--- src/rtl/rr_arbiter4_pkg.sv ---
`default_nettype none
// ============================================================================
// Module   : rr_arbiter4_pkg
// Purpose  : Shared definitions for the 4-way round-robin arbiter. These are
//            the FSM state encoding, the requester count and index width, and
//            the one-hot to 2-bit index encoder used on the grant path.
// Ports    : none (package)
// Revision : 1.0 - initial release
// ============================================================================
package rr_arbiter4_pkg;

   localparam int N_REQ = 4;
   localparam int IDX_W = 2;

   typedef enum logic [0:0] {
      ST_IDLE  = 1'b0,
      ST_GRANT = 1'b1
   } arb_state_e;

   // 4x2 encoder: assumes a one-hot or all-zero input, so an idle grant maps to 0
   function automatic logic [IDX_W-1:0] enc4(input logic [N_REQ-1:0] onehot);
      enc4 = {onehot[3] | onehot[2], onehot[3] | onehot[1]};
   endfunction

endpackage : rr_arbiter4_pkg
`default_nettype wire

--- src/rtl/rr_arbiter4_pick.sv ---
`default_nettype none
// ============================================================================
// Module   : rr_pick4
// Purpose  : Combinational round-robin winner selection. The request vector
//            is rotated so that ptr becomes position 0. A fixed-priority
//            encoder then picks the lowest set position, and the winner is
//            rotated back to the original client numbering.
// Ports    : req        [3:0] in  - request vector
//            ptr        [1:0] in  - highest-priority client
//            win_onehot [3:0] out - one-hot winner (0 when no request)
//            win_idx    [1:0] out - winner index (don't-care when any=0)
//            any              out - at least one request present
// Revision : 1.0 - initial release
// ============================================================================
module rr_pick4
   import rr_arbiter4_pkg::*;
(
   input  logic [N_REQ-1:0] req,
   input  logic [IDX_W-1:0] ptr,
   output logic [N_REQ-1:0] win_onehot,
   output logic [IDX_W-1:0] win_idx,
   output logic             any
);

   logic [N_REQ-1:0] w_rot;
   logic [IDX_W-1:0] w_rot_idx;

   always_comb begin
      // Rotated position i holds client (ptr + i) mod 4; the 2-bit add wraps naturally
      for (int i = 0; i < N_REQ; i++) begin
         w_rot[i] = req[IDX_W'(i) + ptr];
      end
   end

   always_comb begin
      // Descending scan so that the lowest rotated position (nearest ptr) wins
      w_rot_idx = '0;
      for (int i = N_REQ - 1; i >= 0; i--) begin
         if (w_rot[i]) begin
            w_rot_idx = IDX_W'(i);
         end
      end
   end

   assign any        = |w_rot;
   assign win_idx    = w_rot_idx + ptr;
   assign win_onehot = any ? (N_REQ'(1) << win_idx) : '0;

endmodule : rr_pick4
`default_nettype wire

--- src/rtl/rr_arbiter4.sv ---
`default_nettype none
// ============================================================================
// Module   : rr_arbiter4
// Purpose  : Round-robin arbiter with four requesters and registered one-hot
//            grant. An owner keeps its grant until it drops its request, or
//            until MAX_HOLD consecutive cycles have passed. At that point the
//            grant is handed off and preempt pulses for one cycle.
// Params   : MAX_HOLD - max consecutive grant cycles per owner, 0 = unlimited
//            CNT_W    - hold counter width, 2**CNT_W >= MAX_HOLD
// Ports    : clk               in  - clock, all state on posedge
//            rst_n             in  - asynchronous active-low reset
//            req         [3:0] in  - per-client request, held until done
//            grant       [3:0] out - registered one-hot grant
//            grant_idx   [1:0] out - registered owner index, 0 when idle
//            grant_valid       out - registered |grant
//            preempt           out - one-cycle pulse after a hold timeout
// Revision : 1.0 - initial release
// ============================================================================
module rr_arbiter4
   import rr_arbiter4_pkg::*;
#(
   parameter int MAX_HOLD = 8,
   parameter int CNT_W    = 4
)(
   input  logic             clk,
   input  logic             rst_n,
   input  logic [N_REQ-1:0] req,
   output logic [N_REQ-1:0] grant,
   output logic [IDX_W-1:0] grant_idx,
   output logic             grant_valid,
   output logic             preempt
);

   localparam logic [CNT_W-1:0] C_HOLD_LAST = CNT_W'(MAX_HOLD - 1);
   localparam bit               C_LIMITED   = (MAX_HOLD != 0);

   arb_state_e       r_state,       w_state_nx;
   logic [IDX_W-1:0] r_ptr,         w_ptr_nx;
   logic [CNT_W-1:0] r_hold_cnt,    w_hold_cnt_nx;
   logic [N_REQ-1:0] r_grant,       w_grant_nx;
   logic [IDX_W-1:0] r_grant_idx;
   logic             r_grant_valid;
   logic             r_preempt,     w_preempt_nx;

   logic             w_owner_req;
   logic             w_timeout;
   logic             w_handoff;
   logic [IDX_W-1:0] w_pick_ptr;
   logic [N_REQ-1:0] w_win_onehot;
   logic [IDX_W-1:0] w_win_idx;
   logic             w_any;

   // Only the owner's request line matters while a grant is held. Other
   // clients reach the picker, but its result is used only on a hand-off edge.
   assign w_owner_req = req[r_grant_idx];
   assign w_timeout   = C_LIMITED && (r_hold_cnt == C_HOLD_LAST) && w_owner_req;
   assign w_handoff   = (r_state == ST_GRANT) && (!w_owner_req || w_timeout);

   // On a hand-off the search starts just after the outgoing owner, so the
   // next winner is chosen on the same edge and no idle cycle is inserted.
   assign w_pick_ptr  = w_handoff ? (r_grant_idx + 2'd1) : r_ptr;

   rr_pick4 u_pick (
      .req        (req),
      .ptr        (w_pick_ptr),
      .win_onehot (w_win_onehot),
      .win_idx    (w_win_idx),
      .any        (w_any)
   );

   always_comb begin
      w_state_nx    = r_state;
      w_ptr_nx      = r_ptr;
      w_hold_cnt_nx = r_hold_cnt;
      w_grant_nx    = r_grant;
      w_preempt_nx  = 1'b0;

      case (r_state)
         ST_IDLE: begin
            if (w_any) begin
               w_state_nx    = ST_GRANT;
               w_grant_nx    = w_win_onehot;
               w_hold_cnt_nx = '0;
            end
         end

         ST_GRANT: begin
            if (w_handoff) begin
               w_ptr_nx      = w_pick_ptr;
               w_preempt_nx  = w_timeout;
               w_hold_cnt_nx = '0;
               if (w_any) begin
                  w_grant_nx = w_win_onehot;
               end else begin
                  w_state_nx = ST_IDLE;
                  w_grant_nx = '0;
               end
            end else if (r_hold_cnt != '1) begin
               // Saturates so that an unlimited hold never wraps to a false timeout
               w_hold_cnt_nx = r_hold_cnt + 1'b1;
            end
         end

         default: begin
            w_state_nx = ST_IDLE;
            w_grant_nx = '0;
         end
      endcase
   end

   always_ff @(posedge clk or negedge rst_n) begin
      if (!rst_n) begin
         r_state       <= ST_IDLE;
         r_ptr         <= '0;
         r_hold_cnt    <= '0;
         r_grant       <= '0;
         r_grant_idx   <= '0;
         r_grant_valid <= 1'b0;
         r_preempt     <= 1'b0;
      end else begin
         r_state       <= w_state_nx;
         r_ptr         <= w_ptr_nx;
         r_hold_cnt    <= w_hold_cnt_nx;
         r_grant       <= w_grant_nx;
         r_grant_idx   <= enc4(w_grant_nx);
         r_grant_valid <= |w_grant_nx;
         r_preempt     <= w_preempt_nx;
      end
   end

   assign grant       = r_grant;
   assign grant_idx   = r_grant_idx;
   assign grant_valid = r_grant_valid;
   assign preempt     = r_preempt;

endmodule : rr_arbiter4
`default_nettype wire

--- config.mk ---
export PLATFORM = sky130hd
export DESIGN_NAME = rr_arbiter4
export DESIGN_NICKNAME = d
export VERILOG_FILES = /design/src/rtl/rr_arbiter4_pkg.sv /design/src/rtl/rr_arbiter4_pick.sv /design/src/rtl/rr_arbiter4.sv
export SDC_FILE = /design/constraint.sdc
export NUM_CORES = 1
export LEC_CHECK = 0
export CORE_UTILIZATION = 61
export DETAILED_ROUTE_END_ITERATION = 10
export DONT_BUFFER_PORTS = 1
export PLACE_DENSITY_LB_ADDON = 0.25
export SETUP_SLACK_MARGIN = 0.5
export SYNTH_ARGS = -nofsm -noshare
export SYNTH_HDL_FRONTEND = slang
export SYNTH_SLANG_ARGS = --single-unit
--- constraint.sdc ---
create_clock -name clk -period 3.52 [get_ports clk]
set_input_delay 0.352 -clock clk [delete_from_list [all_inputs] [get_ports clk]]
set_output_delay 0.352 -clock clk [all_outputs]
set_load 0.01 [all_outputs]
-- After elaboration in Yosys (flattened, before gate mapping)
Index checks and enable logic that the tools add are counted.
W data, S select, Z words.
- register bits after elaboration: 15
- output and inout port bits: 8
- logic and storage cells: 62
- add/subtract/negate cells: 6
- magnitude comparators: 5
- equality and inequality tests: 4
- shift-type cells: 1
- muxes and demuxes: 28
- bitwise operators: 3
- reductions and logical operators: 8
- operators by type and width (cell ; number):
    $mux W4 ; 6
    $pmux W4 S2 ; 2
    $lt A2 B3 Y1 const B ; 5
    $bmux W1 S2 ; 5
    $mux W2 ; 5
    $mux W1 ; 9
    $reduce_or A4 Y1 ; 2
    $add A2 B2 Y2 const A ; 2
    $add A4 B1 Y4 const B ; 1
    $eq A4 B3 Y1 const B ; 1
    $ne A4 B4 Y1 const B ; 1
    $reduce_and A2 Y1 ; 2
    $shl A1 B2 Y4 const A ; 1
    $ne A3 B1 Y1 const B ; 1
    $add A1 B2 Y2 const A ; 1
    $add A2 B1 Y2 const B ; 1
    $add A2 B2 Y2 ; 1
    $logic_and A1 B1 Y1 ; 2
    $ne A2 B1 Y1 const B ; 1
    $or A1 B1 Y1 ; 2
    $pmux W1 S2 ; 1
    $logic_not A1 Y1 ; 1
    $logic_or A1 B1 Y1 ; 1
    $not A1 Y1 ; 1

-- Logic depth before layout (Yosys ltp)
- depth in word-level cells: 19
- depth in mapped cells: 11

-- Modules after synthesis
Synthesis repeated with hierarchy kept, for this count alone.
- cell total of the unflattened synthesis: 103
- area total of the unflattened synthesis: 1042.2 um^2
- modules (own cells, without submodules) (module ; instances ; cells each ; area each (um^2) ; sequential area each (um^2)):
    rr_arbiter4 ; 1 ; 66 ; 752.0 ; 375.4
    rr_pick4 ; 1 ; 37 ; 290.3 ; 0.0

-- Worst setup path before layout
No wires, ideal clock.
- kind: flip-flop to flip-flop
- start point: reg r_hold_cnt[0]
- end point: reg r_grant[3], in the netlist grant[3]
- library setup time: 0.135 ns
- arrival time: 2.432 ns
- path slack: 0.952 ns
- stages on the path, launching flop included: 11
- buffers on the path: 0
- period minus slack after synthesis: 2.568 ns
- path through: dfrtp_1 > ha_1 > and4b_1 > a31o_4 > nor3_1 > nor2_1 > o32a_1 > mux2i_1 > ha_1 > a21boi_0 > o31ai_1
- longest elaborated chain between the ends: 17
- elaborated cells between the ends (all ways): 27
- those cells by class: 4 x add/sub; 1 x eq/ne; 1 x shift; 17 x mux; 4 x reduce/logical
- RTL lines (what ; line ; text):
    from (decl) ; rr_arbiter4.sv:39 ; logic [CNT_W-1:0] r_hold_cnt, w_hold_cnt_nx;
    from (signal assigned) ; rr_arbiter4.sv:123 ; r_hold_cnt <= w_hold_cnt_nx;
    $eq A4 B3 Y1 * ; rr_arbiter4.sv:56 ; assign w_timeout = C_LIMITED && (r_hold_cnt == C_HOLD_LAST) && w_owner_req;
    $logic_and A1 B1 Y1 * ; rr_arbiter4.sv:56 ;
    $logic_or A1 B1 Y1 * ; rr_arbiter4.sv:57 ; assign w_handoff = (r_state == ST_GRANT) && (!w_owner_req || w_timeout);
    $logic_and A1 B1 Y1 * ; rr_arbiter4.sv:57 ;
    $mux W2 ; rr_arbiter4.sv:61 ; assign w_pick_ptr = w_handoff ? (r_grant_idx + 2'd1) : r_ptr;
    $add A2 B2 Y2 ; rr_arbiter4_pick.sv:31 ; w_rot[i] = req[IDX_W'(i) + ptr];
    $bmux W1 S2 ; rr_arbiter4_pick.sv:31 ;
    $mux W1 (implied by the code) ; rr_arbiter4_pick.sv:31 ;
    $mux W2 (4 in a row) ; rr_arbiter4_pick.sv:39 ; if (w_rot[i]) begin
    $add A2 B2 Y2 ; rr_arbiter4_pick.sv:46 ; assign win_idx = w_rot_idx + ptr;
    $shl A1 B2 Y4 ; rr_arbiter4_pick.sv:47 ; assign win_onehot = any ? (N_REQ'(1) << win_idx) : '0;
    $mux W4 ; rr_arbiter4.sv:92 ; if (w_any) begin
    $mux W4 ; rr_arbiter4.sv:88 ; if (w_handoff) begin
    $pmux W4 S2 * ; rr_arbiter4.sv:78 ; case (r_state)
    net w_grant_nx[3] ; rr_arbiter4.sv:40 ; logic [N_REQ-1:0] r_grant, w_grant_nx;
    to (signal assigned) ; rr_arbiter4.sv:124 ; r_grant <= w_grant_nx;
    to (decl) ; rr_arbiter4.sv:40 ;
Mark *: on every way through the listed nets, which the timed path passes. The rest lies on a longest branch. The select of a mux whose other input is x is not followed.
A chain may end at the register's enable or synchronous reset.

-- Final worst setup path
- start point: reg r_hold_cnt[0]
- end point: reg r_grant[2], in the netlist grant[2]
The elaborated chain is that of the path after synthesis.

==> results.sh <==
export IMPL_syn_area_sq_um=1030
export IMPL_netlist_cell_type_count=42
export IMPL_critPathMaxFanout=5
export IMPL_wirelength_um=1950
export IMPL_hold_class="in -> reg"
export IMPL_endpoint_kind="register"
export IMPL_final_hold_viol_count=0
export IMPL_rows=14
export IMPL_die_y_um=43.1
export IMPL_yosysSeqAreaShare_pct=36.5
export IMPL_async_flop_share_pct=100
export IMPL_total_power_uw=954
export IMPL_rrSetupSlack_ns=0.73
export IMPL_startpoint_type="register"
export IMPL_first_iter_violations=22
export IMPL_arrival_ns=2.97
export IMPL_post_dp_hpwl_um=1460
export IMPL_post_route_min_period_ns=2.79
export IMPL_dp_cells=121
export IMPL_leakage_nw=0.446
export IMPL_synth_ff_type="dfrtp_1"
export IMPL_routedWlPerCell_um=15.5
export IMPL_synthCells=108
export IMPL_area_growth_pct=2.07
export IMPL_antenna_left=0
export IMPL_post_route_period_util_pct=79.2
export IMPL_synth_area_leader_cell="dfrtp_1"
export IMPL_gr_usage_all_layers_pct=24.0
export IMPL_path_class="reg -> reg"
export IMPL_syn_mean_instance_area_sq_um=9.53
export IMPL_clock_path_buffers=2
export IMPL_io_pins=14
export IMPL_routed_via_count=825
export IMPL_power_density_nw_per_um2=908
export IMPL_synth_area_leaders="dfrtp_1 (36%), mux2i_1 (5.8%), nand2_1 (5.1%)"
export IMPL_synthDominantCellAreaShare_pct=36.5
export IMPL_relSlewSlack_pct=56.5
export IMPL_finalClockSkew_ns=0.00395
export IMPL_peakVddDrop_v=0.000550
export IMPL_htree_levels=1
export IMPL_worst_pin_slew_ns=0.651
export IMPL_grt_pass1_wl_um=3370
export IMPL_numCtsBuffers=3
export IMPL_setup_violations=0
export IMPL_fin_setup_tns_ns=0
export IMPL_timing_fmax_ghz=0.359
export IMPL_fin_nets=119
export IMPL_firstDrtPassIters=5
export IMPL_synth_edf_count=0
export IMPL_start_util_pct=66.8
export IMPL_port_buffers=0
export IMPL_core_sq_um=1540
export IMPL_grt_max_degree=16
export IMPL_clock_sinks=15
export IMPL_grt_pass1_vias=770
export IMPL_layout_cells_non_filler=126
export IMPL_antenna_found_initial=0
export IMPL_report_final_slew_viol_count=0
export IMPL_place_worst_setup_slack_ns=0.704
export IMPL_synth_seq_cells=15
export IMPL_status="finished clean"
export IMPL_gp_congestion=0.830
export IMPL_cts_tree="yes"
export IMPL_setup_slack_ns=0.732
export IMPL_clk_latency_ns=0.28
export IMPL_diodes=0
export IMPL_max_cap_violations=0
export IMPL_die_area_sq_um=1860
export IMPL_drive_gt1_share_pct=15.5
export IMPL_ys_warn_count=0
export IMPL_vias_per_cell=6.55
export IMPL_clkTransAtPathRegs_ns=0.09
export IMPL_rsz0062_at_grt="false"
export IMPL_root_buffer="clkbuf_4"
export IMPL_worstPathRequired_ns=3.70
export IMPL_route_detailed_drc=0
export IMPL_syn_num_nets=116
export IMPL_overflow=0
export IMPL_die_x_um=43.1
-- per-stage QoR --
step	hold slack (ns)	utilization (%)	cell area, sq um
finish	0.269	68.2	1050
floorplan	0.0564	-	1030
global placement	0.0567	65.7	1010
CTS	0.268	68.1	1050
detailed placement	0.0567	65.7	1010
global route	0.274	68.2	1050
-- routing by layer --
layer  track usage, %  vias up  share of wire (%)  wire [um]
li1                 -      417                  -          -
met1             31.2      389                 47        924
met5                0        -                  0          0
met2             38.5       17                 48        934
met3             8.09        2                4.0         79
met4             5.45        0               0.72         14
-- where the power goes --
group | leakage [nW] | total (mW) | internal (mW) | switching (mW)
combinational | 0.244 | 0.521 | 0.243 | 0.278
clock | 0.0177 | 0.0961 | 0.0423 | 0.0539
sequential | 0.184 | 0.337 | 0.237 | 0.0999
-- cells in the mapped netlist, types with 2 or more instances --
library cell	n
o31ai_1	5
o21ai_0	8
and2_1	2
nor4_1	2
a21oi_1	6
nand2b_1	2
nor3_1	4
and3_1	2
o41ai_2	2
nand2_1	14
inv_1	2
ha_1	2
mux2i_1	6
nor2_1	7
buf_6	2
dfrtp_1	15
nand3_1	2
-- critical path: stages (launching register included) --
cell and delay [ns]:
dfrtp_1 0.42, ha_1 0.26, and4b_1 0.22, a31o_4 0.23, nor3_1 0.24, nor2_1 0.17, o32a_1 0.30, mux2i_1 0.13
ha_1 0.21, and3b_4 0.23, o41ai_2 0.28
-- area by class of cell --
type / instances / area [sq um]
multi-input combinational: 88 / 609
fill: 132 / 490
sequential: 15 / 377
clock buffer: 3 / 22.5
tap: 16 / 20.0
timing repair buffer: 1 / 10.0
inverter: 2 / 7.51
clock inverter: 1 / 5.00
-- final timing paths --
path / startpoint / to / cells after the start
min in group asynchronous: rst_n / r_ptr[1]$_DFFE_PN0P_ / 1
setup / recovery: r_hold_cnt[0]$_DFFE_PN0P_ / grant[2]$_DFF_PN0_ / 10
setup reg to reg: r_hold_cnt[0]$_DFFE_PN0P_ / grant[2]$_DFF_PN0_ / 10
hold reg to reg: r_hold_cnt[0]$_DFFE_PN0P_ / r_hold_cnt[0]$_DFFE_PN0P_ / 1
hold / removal: req[1] / r_state$_DFF_PN0_ / 1
max in group asynchronous: rst_n / grant_idx[0]$_DFF_PN0_ / 1
-- flip-flops by register name (all words and copies together), names as in the netlist --
register and flops:
grant 4, grant_idx 2, grant_valid 1, preempt 1, r_hold_cnt 4, r_ptr 2
r_state 1
-- placed cells by master, fill, tap and decap left out, types with 2 or more instances in the layout --
cell      Yosys  final
a21oi_1       6      6
nand2b_1      2      2
o31ai_1       5      5
inv_1         2      2
clkbuf_4      0      3
nand3_1       2      2
and2_1        2      2
ha_1          2      2
o21ai_0       8      8
and3_1        2      2
nand2_1      14     14
mux2i_1       6      6
nor4_1        2      2
dfrtp_1      15     14
nor2_1        7      7
o41ai_2       2      2
nor3_1        4      4
-- timing repair --
action                                  4_1_cts  5_1_grt
gates resized for setup                       0        2
hold buffers                                  1        0
endpoints found under the setup margin        0        3
hold endpoints to repair                     15        0
buffers inserted                              0        0
-- cell families (layout without fill, tap and decap cells) --
family | count (synthesis) | after routing | share of synthesized area, %
DFF | 15 | 15 | 36.5
adders and majority gates | 2 | 2 | 2.43
buffers and inverters | 5 | 7 | 4.37
AOI/OAI and AO/OA | 32 | 32 | 24.2
xor gates and xnor gates | 1 | 1 | 0.851
muxes | 6 | 6 | 5.83
and+or+nand+nor | 47 | 47 | 25.9
(Power assumes the default switching activity.)
